===== src/rtl/bus_alu_sequencer.sv =====
// Single-bus register-transfer datapath that executes Ra <- Rb op Rc over three bus cycles
// (T1: Y <= R[rb], T2: Z <= ALU(Y, R[rc]), T3: R[ra] <= Z) on a start request.
module bus_alu_sequencer #(
  parameter int unsigned WIDTH = 32,
  parameter int unsigned NREGS = 16,
  parameter int unsigned RIDX  = 4
) (
  input  logic             clk,
  input  logic             clr,
  input  logic             start,
  input  logic [3:0]       op,
  input  logic [RIDX-1:0]  ra,
  input  logic [RIDX-1:0]  rb,
  input  logic [RIDX-1:0]  rc,
  input  logic             ld_en,
  input  logic [RIDX-1:0]  ld_idx,
  input  logic [WIDTH-1:0] ld_data,
  input  logic [RIDX-1:0]  rd_idx,
  output logic [WIDTH-1:0] rd_data,
  output logic [WIDTH-1:0] bus_out,
  output logic [WIDTH-1:0] result,
  output logic             busy,
  output logic             done,
  output logic             illegal
);

  localparam int unsigned ShW = $clog2(WIDTH);
  localparam logic [RIDX:0] NRegsL = (RIDX+1)'(NREGS);

  localparam logic [3:0] OpAdd  = 4'd0;
  localparam logic [3:0] OpSub  = 4'd1;
  localparam logic [3:0] OpAnd  = 4'd2;
  localparam logic [3:0] OpOr   = 4'd3;
  localparam logic [3:0] OpShr  = 4'd4;
  localparam logic [3:0] OpShra = 4'd5;
  localparam logic [3:0] OpShl  = 4'd6;
  localparam logic [3:0] OpRor  = 4'd7;
  localparam logic [3:0] OpRol  = 4'd8;
  localparam logic [3:0] OpNeg  = 4'd9;
  localparam logic [3:0] OpNot  = 4'd10;

  typedef enum logic [1:0] {StIdle, StT1, StT2, StT3} state_e;

  state_e           state_q, state_d;
  logic [3:0]       op_q, op_d;
  logic [RIDX-1:0]  ra_q, ra_d, rb_q, rb_d, rc_q, rc_d;
  logic [WIDTH-1:0] y_q, y_d, z_q, z_d;
  logic             done_q, done_d, illegal_q, illegal_d;
  logic [WIDTH-1:0] regs_q [NREGS];
  logic [WIDTH-1:0] regs_d [NREGS];

  logic [WIDTH-1:0]   bus;
  logic [WIDTH-1:0]   alu_res;
  logic [2*WIDTH-1:0] dbl;
  logic [ShW-1:0]     rot_n, rot_n_neg;

  // R0 and indices beyond the register file are neither readable nor writable.
  function automatic logic idx_ok(input logic [RIDX-1:0] idx);
    return ({1'b0, idx} < NRegsL) && (idx != '0);
  endfunction

  function automatic logic [WIDTH-1:0] reg_rd(input logic [RIDX-1:0] idx);
    logic [WIDTH-1:0] v;
    v = '0;
    if (idx_ok(idx)) v = regs_q[idx];
    return v;
  endfunction

  always_comb begin
    bus = '0;
    unique case (state_q)
      StIdle: bus = '0;
      StT1:   bus = reg_rd(rb_q);
      StT2:   bus = reg_rd(rc_q);
      StT3:   bus = z_q;
      default: bus = '0;
    endcase
  end

  // Rotates shift a doubled copy; rotate-left by n equals rotate-right by -n mod WIDTH.
  always_comb begin
    dbl       = {y_q, y_q};
    rot_n     = bus[ShW-1:0];
    rot_n_neg = -rot_n;
    alu_res   = '0;
    unique case (op_q)
      OpAdd:   alu_res = y_q + bus;
      OpSub:   alu_res = y_q - bus;
      OpAnd:   alu_res = y_q & bus;
      OpOr:    alu_res = y_q | bus;
      OpShr:   alu_res = y_q >> bus;
      OpShra:  alu_res = $signed(y_q) >>> bus;
      OpShl:   alu_res = y_q << bus;
      OpRor:   alu_res = WIDTH'(dbl >> rot_n);
      OpRol:   alu_res = WIDTH'(dbl >> rot_n_neg);
      OpNeg:   alu_res = -bus;
      OpNot:   alu_res = ~bus;
      default: alu_res = '0;
    endcase
  end

  always_comb begin
    state_d   = state_q;
    op_d      = op_q;
    ra_d      = ra_q;
    rb_d      = rb_q;
    rc_d      = rc_q;
    y_d       = y_q;
    z_d       = z_q;
    regs_d    = regs_q;
    done_d    = 1'b0;
    illegal_d = 1'b0;
    unique case (state_q)
      StIdle: begin
        if (ld_en && idx_ok(ld_idx)) regs_d[ld_idx] = ld_data;
        if (start) begin
          op_d    = op;
          ra_d    = ra;
          rb_d    = rb;
          rc_d    = rc;
          state_d = StT1;
        end
      end
      StT1: begin
        y_d     = bus;
        state_d = StT2;
      end
      StT2: begin
        z_d     = alu_res;
        state_d = StT3;
      end
      StT3: begin
        if (idx_ok(ra_q)) regs_d[ra_q] = bus;
        done_d    = 1'b1;
        illegal_d = (op_q > OpNot);
        state_d   = StIdle;
      end
      default: state_d = StIdle;
    endcase
  end

  always_ff @(posedge clk) begin
    if (clr) begin
      state_q   <= StIdle;
      op_q      <= '0;
      ra_q      <= '0;
      rb_q      <= '0;
      rc_q      <= '0;
      y_q       <= '0;
      z_q       <= '0;
      done_q    <= 1'b0;
      illegal_q <= 1'b0;
      for (int i = 0; i < int'(NREGS); i++) regs_q[i] <= '0;
    end else begin
      state_q   <= state_d;
      op_q      <= op_d;
      ra_q      <= ra_d;
      rb_q      <= rb_d;
      rc_q      <= rc_d;
      y_q       <= y_d;
      z_q       <= z_d;
      done_q    <= done_d;
      illegal_q <= illegal_d;
      regs_q    <= regs_d;
    end
  end

  assign rd_data = reg_rd(rd_idx);
  assign bus_out = bus;
  assign result  = z_q;
  assign busy    = (state_q != StIdle);
  assign done    = done_q;
  assign illegal = illegal_q;

endmodule

===== config.mk =====
export PLATFORM = sky130hd
export DESIGN_NAME = bus_alu_sequencer
export DESIGN_NICKNAME = d
export VERILOG_FILES = /design/src/rtl/bus_alu_sequencer.sv
export SDC_FILE = /design/constraint.sdc
export NUM_CORES = 2
export LEC_CHECK = 0
export ABC_CLOCK_PERIOD_IN_PS = 6300
export CELL_PAD_IN_SITES_DETAIL_PLACEMENT = 0
export CELL_PAD_IN_SITES_GLOBAL_PLACEMENT = 1
export CORE_UTILIZATION = 40
export DETAILED_ROUTE_END_ITERATION = 8
export GPL_TIMING_DRIVEN = 1
export PLACE_DENSITY = 0.74
export SLEW_MARGIN = 20
export SYNTH_ARGS = -nofsm -noshare
export SYNTH_HDL_FRONTEND = slang
export SYNTH_SLANG_ARGS = --single-unit

===== constraint.sdc =====
create_clock -name clk -period 6.3 [get_ports clk]
set_input_delay 1.26 -clock clk [delete_from_list [all_inputs] [get_ports clk]]
set_output_delay 1.26 -clock clk [all_outputs]
set_load 0.01 [all_outputs]

; ---- Yosys cells after proc, flatten, opt, wreduce, memory -nomap -nowiden
; Cells that the tools add are included.
[totals]
output_inout_bits = 99
reg_bits = 596
[op_classes]
eq_ne = 16
n_mux = 26
shift = 5
reduce_logical = 15
order_cmp = 8
n_addsub = 4
bitwise = 9
[op_table]
columns = op, count
row1 = bitwise mux 512 bit, 2
row2 = two-way mux 512 bit, 2
row3 = one-hot mux 512 bit (2 select lines), 1
row4 = binary-select mux 32 bit (select 4 bit), 3
row5 = two-way mux 32 bit, 11
row6 = one-hot mux 32 bit (11 select lines), 1
row7 = demux 32 bit (select 4 bit), 2
row8 = one-hot mux 32 bit (4 select lines), 1
row9 = right shift 64 x 5 -> 32 bit, 2
row10 = adder 32 bit, 1
row11 = bitwise AND 32 bit, 1
row12 = negator 32 bit, 1
row13 = NOT 32 bit, 1
row14 = OR 32 bit, 1
row15 = left shift 32 x 32 -> 32 bit, 1
row16 = right shift 32 x 32 -> 32 bit, 1
row17 = >>> shifter 32 x 32 -> 32 bit, 1
row18 = subtractor 32 bit, 1
row19 = ">= comparator 5 bit, second input constant", 5
row20 = NOT 4 -> 5 bit, 5
row21 = nonzero test 4 bit, 5
row22 = "== test 4 x 3 -> 1 bit, second input constant", 4
row23 = "== test 4 bit, second input constant", 3
row24 = "< comparator 5 x 1 -> 1 bit, second input constant", 2
row25 = 18 further kinds, 25

; ---- Longest topological paths before layout
[depth]
depth_word = 9
mapped_depth = 28
depth_no_buf = 20

; ---- Worst setup path before layout
; Ideal clock, no wire load.
[synth_timing]
kind = register -> register
from = register rb_q[0]
to = register z_q[18], in the netlist result[18]
path_slack_ns = 0.754
arrival_ns = 5.426
path_stages_with_launch = 24
n_path_buf = 6
setup_time_ns = 0.120
required_time_ns = 6.180
period_less_slack_ns = 5.546
cell_sequence = dfxtp_1 -> buf_6 -> buf_2 -> mux2_2 -> a222oi_1 -> o2111ai_2 -> and3_4 -> nor2_4 -> inv_2 -> buf_2 -> buf_2 -> buf_1 -> buf_1 -> fa_1 -> a21o_1 -> a21o_1 -> a211oi_1 -> nor3_1 -> o21a_1 -> a21o_1 -> xor2_1 -> a2111oi_0 -> a31oi_1 -> a211o_1
[synth_between]
elab_chain_len = 9
word_cells_on_any_way = 20
cone_classes = 4 x add/sub / 5 x shift / 6 x mux / 4 x bitwise / 1 x reduce/logical
[synth_rtl]
columns = item, line_no
row1 = from (decl), 46  ; logic [RIDX-1:0] ra_q, ra_d, rb_q, rb_d, rc_q, rc_d;
row2 = from (signal assigned), 158  ; rb_q <= rb_d;
row3 = NOT 4 -> 5 bit (implied by the code), 65  ; if (idx_ok(idx)) v = regs_q[idx];
row4 = binary-select mux 32 bit (select 4 bit), 65
row5 = two-way mux 32 bit (implied by the code) (2 in series), 65
row6 = two-way mux 32 bit (*), 65
row7 = one-hot mux 32 bit (4 select lines) (*), 71  ; unique case (state_q)
row8 = named net bus_out[1], 20  ; output logic [WIDTH-1:0] bus_out,
row9 = negator 5 bit, 84  ; rot_n_neg = -rot_n;
row10 = right shift 64 x 5 -> 32 bit, 95  ; OpRol: alu_res = WIDTH'(dbl >> rot_n_neg);
row11 = one-hot mux 32 bit (11 select lines) (*), 86  ; unique case (op_q)
row12 = to (signal assigned), 161  ; z_q <= z_d;
row13 = to (decl), 47  ; logic [WIDTH-1:0] y_q, y_d, z_q, z_d;
; Mark *: on every way through the listed nets, which the timed path passes. The rest lies on a longest branch. The select of a mux whose other input is x is not followed.
; A chain may end at the register's enable or synchronous reset.

; ---- Final worst setup path
[layout_timing]
from = register rc_q[1]
to = register z_q[19], in the netlist result[19]
[layout_between]
elab_chain_len = 9
word_cells_on_any_way = 20
cone_classes = 4 x add/sub / 5 x shift / 6 x mux / 4 x bitwise / 1 x reduce/logical
[layout_rtl]
columns = item, line_no
row1 = from (decl), 46
row2 = from (signal assigned), 159  ; rc_q <= rc_d;
row3 = NOT 4 -> 5 bit (implied by the code), 65
row4 = binary-select mux 32 bit (select 4 bit), 65
row5 = two-way mux 32 bit (implied by the code) (2 in series), 65
row6 = two-way mux 32 bit (*), 65
row7 = one-hot mux 32 bit (4 select lines) (*), 71
row8 = negator 5 bit, 84
row9 = right shift 64 x 5 -> 32 bit, 95
row10 = one-hot mux 32 bit (11 select lines) (*), 86
; Mark *: on every way between the ends. The rest lies on a longest branch, timed or not. The select of a mux whose other input is x is not followed.

==> impl_metrics.ini <==
[outcome]
status = finished, final reports clean

[yosys]
synth_top_area_cell = dfxtp_1
syn_inst = 5684
yosysUniqueCellTypes = 113
synth_seq_cells = 596
synth_edf_count = 0
synth_flop_cell = dfxtp_1
seq_area_frac_synth = 0.242
yosys_warnings = 0
synth_top_area_frac = 0.242
syn-cell-area_sq_mm = 0.0494
syn_nets = 5846
async_flop_share = 0
synth.avg_cell_area_sq_um = 8.68
ys_top_cells_by_area = dfxtp_1 (24%), mux4_2 (14%), a22oi_1 (8.3%), a211oi_1 (7.8%), nor2_1 (5.6%)

[global_routing]
grt_pass1_vias = 50800
grtUsageMet1 = 0.549
grt_util_all_layers = 0.451
use_met3 = 0.145
grt_overflow = 0
grt.busiest_layer = met2
grt_max_degree = 204
grt_pass1_wl_um = 405000
antenna_found_initial = 6
gr-usage-met2 = 0.658

[placed_design]
hpwlAfterDp_um = 195000
routabilityCongestion = 1.07
io_buffers = 158

[sta]
min_period_ps = 6170
slew_headroom = 0.149
setup_tns_ps = 0
timing.final.hold_violations = 0
finalClockSkew_ps = 52.3
worstMarginPinSlew_ps = 1240
rsz0062_at_grt = false
fmax_mhz = 162
drv_slew = 0
fin_crit_sh = 0.979
setup_viol_count_final = 0

[clock_network]
cts.sinks = 596
path_clk_slew_ps = 70
htreeDepth = 3
cts_tree = done
cts_buffers = 75
cts_max_path_buffers = 3
postCtsSetupRepairBufs = 0
insertion_delay_ps = 700
cts-root-buf = clkbuf_16

[critical_path]
path_class = flip-flop to flip-flop
critical_path_required_ps = 6870
startpoint = rc_q[1]
crit_path_max_fanout = 78
end_kind = flip-flop
rr_endpoint = result[19]
crit_slowest_cell = nor4_1
cp.arrival_ps = 6740
cpPeakStageDelay_ps = 750
crit_path_cell_trace = buf_12 > buf_4 > mux4_2 > a22oi_1 > a21oi_1 > a31o_2 > nor4_1 > and4_1 > and2_1 > buf_12 > buf_4 > a21oi_1 > a311o_1 > a211oi_1 > buf_4 > a21oi_1
startpoint_type = flip-flop
ff2ff_path_depth = 16
r2r-start = rc_q[1]
r2r_slack_ps = 130

[routing]
antenna_left = 0
routed_wl_um = 293000
vias = 54500
drtPass1Iterations = 7
drt_iter0_markers = 8830
wl_per_cell_um = 39.5
drc = 0
viasPerCell = 7.36

[cells_and_area]
final_cell_mix = nor2_1 (717), dfxtp_1 (589), a22oi_1 (547)
area_growth_pct = 15.7
drive_above_1_share = 0.206
fillers = 11800
final_common_cell = nor2_1
fin_nets = 5886

[min_path]
whs_path_depth = 1
whs_endpoint = regs_q[502]
hold_path.class = flip-flop to flip-flop
min_from = regs_q[502]

[floorplan]
core_sq_mm = 0.122
num_io_pins = 159
die_x_um = 353
dieHeight_um = 353
die-area_sq_mm = 0.125
rows = 128
start_util = 0.404

[pwr]
leakage_uw = 0.0184
finalPower_uw = 18800
vdd_drop_max_mv = 0.240
power_density_mw_per_mm2 = 329

[job]
max_cap_violations = 0
==> worst max-delay path: cells and delay by family, from the launching register on <==
kind	cells	cell delay, ps
and+or+nand+nor	3	1900
AOI/OAI and AO/OA	7	1480
buffers and inverters	5	1420
DFF	1	670
muxes	1	420
==> layout make-up <==
class | count | area (sq um) | share of cell area
Antenna cell | 4 | 10.0 | 0.000175
Clock buffer | 103 | 2150 | 0.0377
Clock inverter | 33 | 467 | 0.00818
Inverter | 90 | 340 | 0.00596
Multi-Input combinational cell | 4328 | 34700 | 0.608
Sequential cell | 596 | 11900 | 0.209
Tap cell | 1625 | 2030 | 0.0356
Timing Repair Buffer | 633 | 5440 | 0.0953
==> flip-flops by register name, summed over array words and instances (netlist names) <==
signal / count
regs_q: 512
result: 32
y_q: 32
op_q: 4
ra_q: 4
rb_q: 4
rc_q: 4
state_q: 2
done: 1
illegal: 1
==> worst max path at each step <==
stage            endpoint  slack, ps  cells after the start
6_report       result[19]        130                     16
5_1_grt        result[30]         40                     21
4_1_cts        result[30]         90                     21
3_5_place_dp   result[30]        120                     21
3_3_place_gp   result[30]        160                     21
2_1_floorplan  result[18]        750                     23
==> timing repair <==
| action | CTS | global route |
|---|---|---|
| setup endpoints to repair | 0 | 4 |
| hold buffers | 0 | 0 |
| hold endpoints to repair | 0 | 0 |
| gates resized for setup | 0 | 2 |
==> Yosys cell counts, types with 64 or more instances <==
master and n:
inv_1 82, ha_1 100, nor2_1 741, mux4_2 306
a22oi_1 547, nand3_1 64, nor2b_1 119, a21oi_1 231
a221oi_1 65, clkbuf_1 482, mux2i_1 258, buf_2 73
o21ai_0 130, nand2_1 233, nor3_1 100, dfxtp_1 596
mux2_2 106, a211oi_1 514
==> power breakdown <==
part | internal (uW) | switching (uW)
clock network | 2750 | 2020
logic | 3270 | 6000
registers | 4110 | 619
==> stage by stage <==
stage,instance area [sq um],setup WS [ps],hold WS [ps],std cells,util
2_1_floorplan,49400,754,455,5684,-
3_3_place_gp,54300,163,477,7266,0.445
3_5_place_dp,54300,120,485,7268,0.445
4_1_cts,56900,91.6,493,7404,0.467
5_1_grt,57100,38.8,510,7408,0.468
6_report,57100,132,496,7412,0.468
==> per-layer routing <==
| layer | vias to the layer above | part of all wire |
|---|---|---|
| met5 | - | 0.000082 |
| li1 | 22300 | - |
| met3 | 1141 | 0.13 |
| met4 | 4 | 0.090 |
| met2 | 4510 | 0.42 |
| met1 | 26600 | 0.36 |
==> kinds of logic (layout without fill, tap and decap cells) <==
group	count (synthesis)	count (layout)	share of synthesized area
other cells	0	4	0
flops	596	596	0.242
mux	689	689	0.221
simple gates	1471	1471	0.136
compound gates	2013	2013	0.298
buf+inv	760	859	0.0663
xor+xnor	53	53	0.0103
fa+ha+maj	102	102	0.0262
No activity file was read; power rests on OpenSTA's default activity.
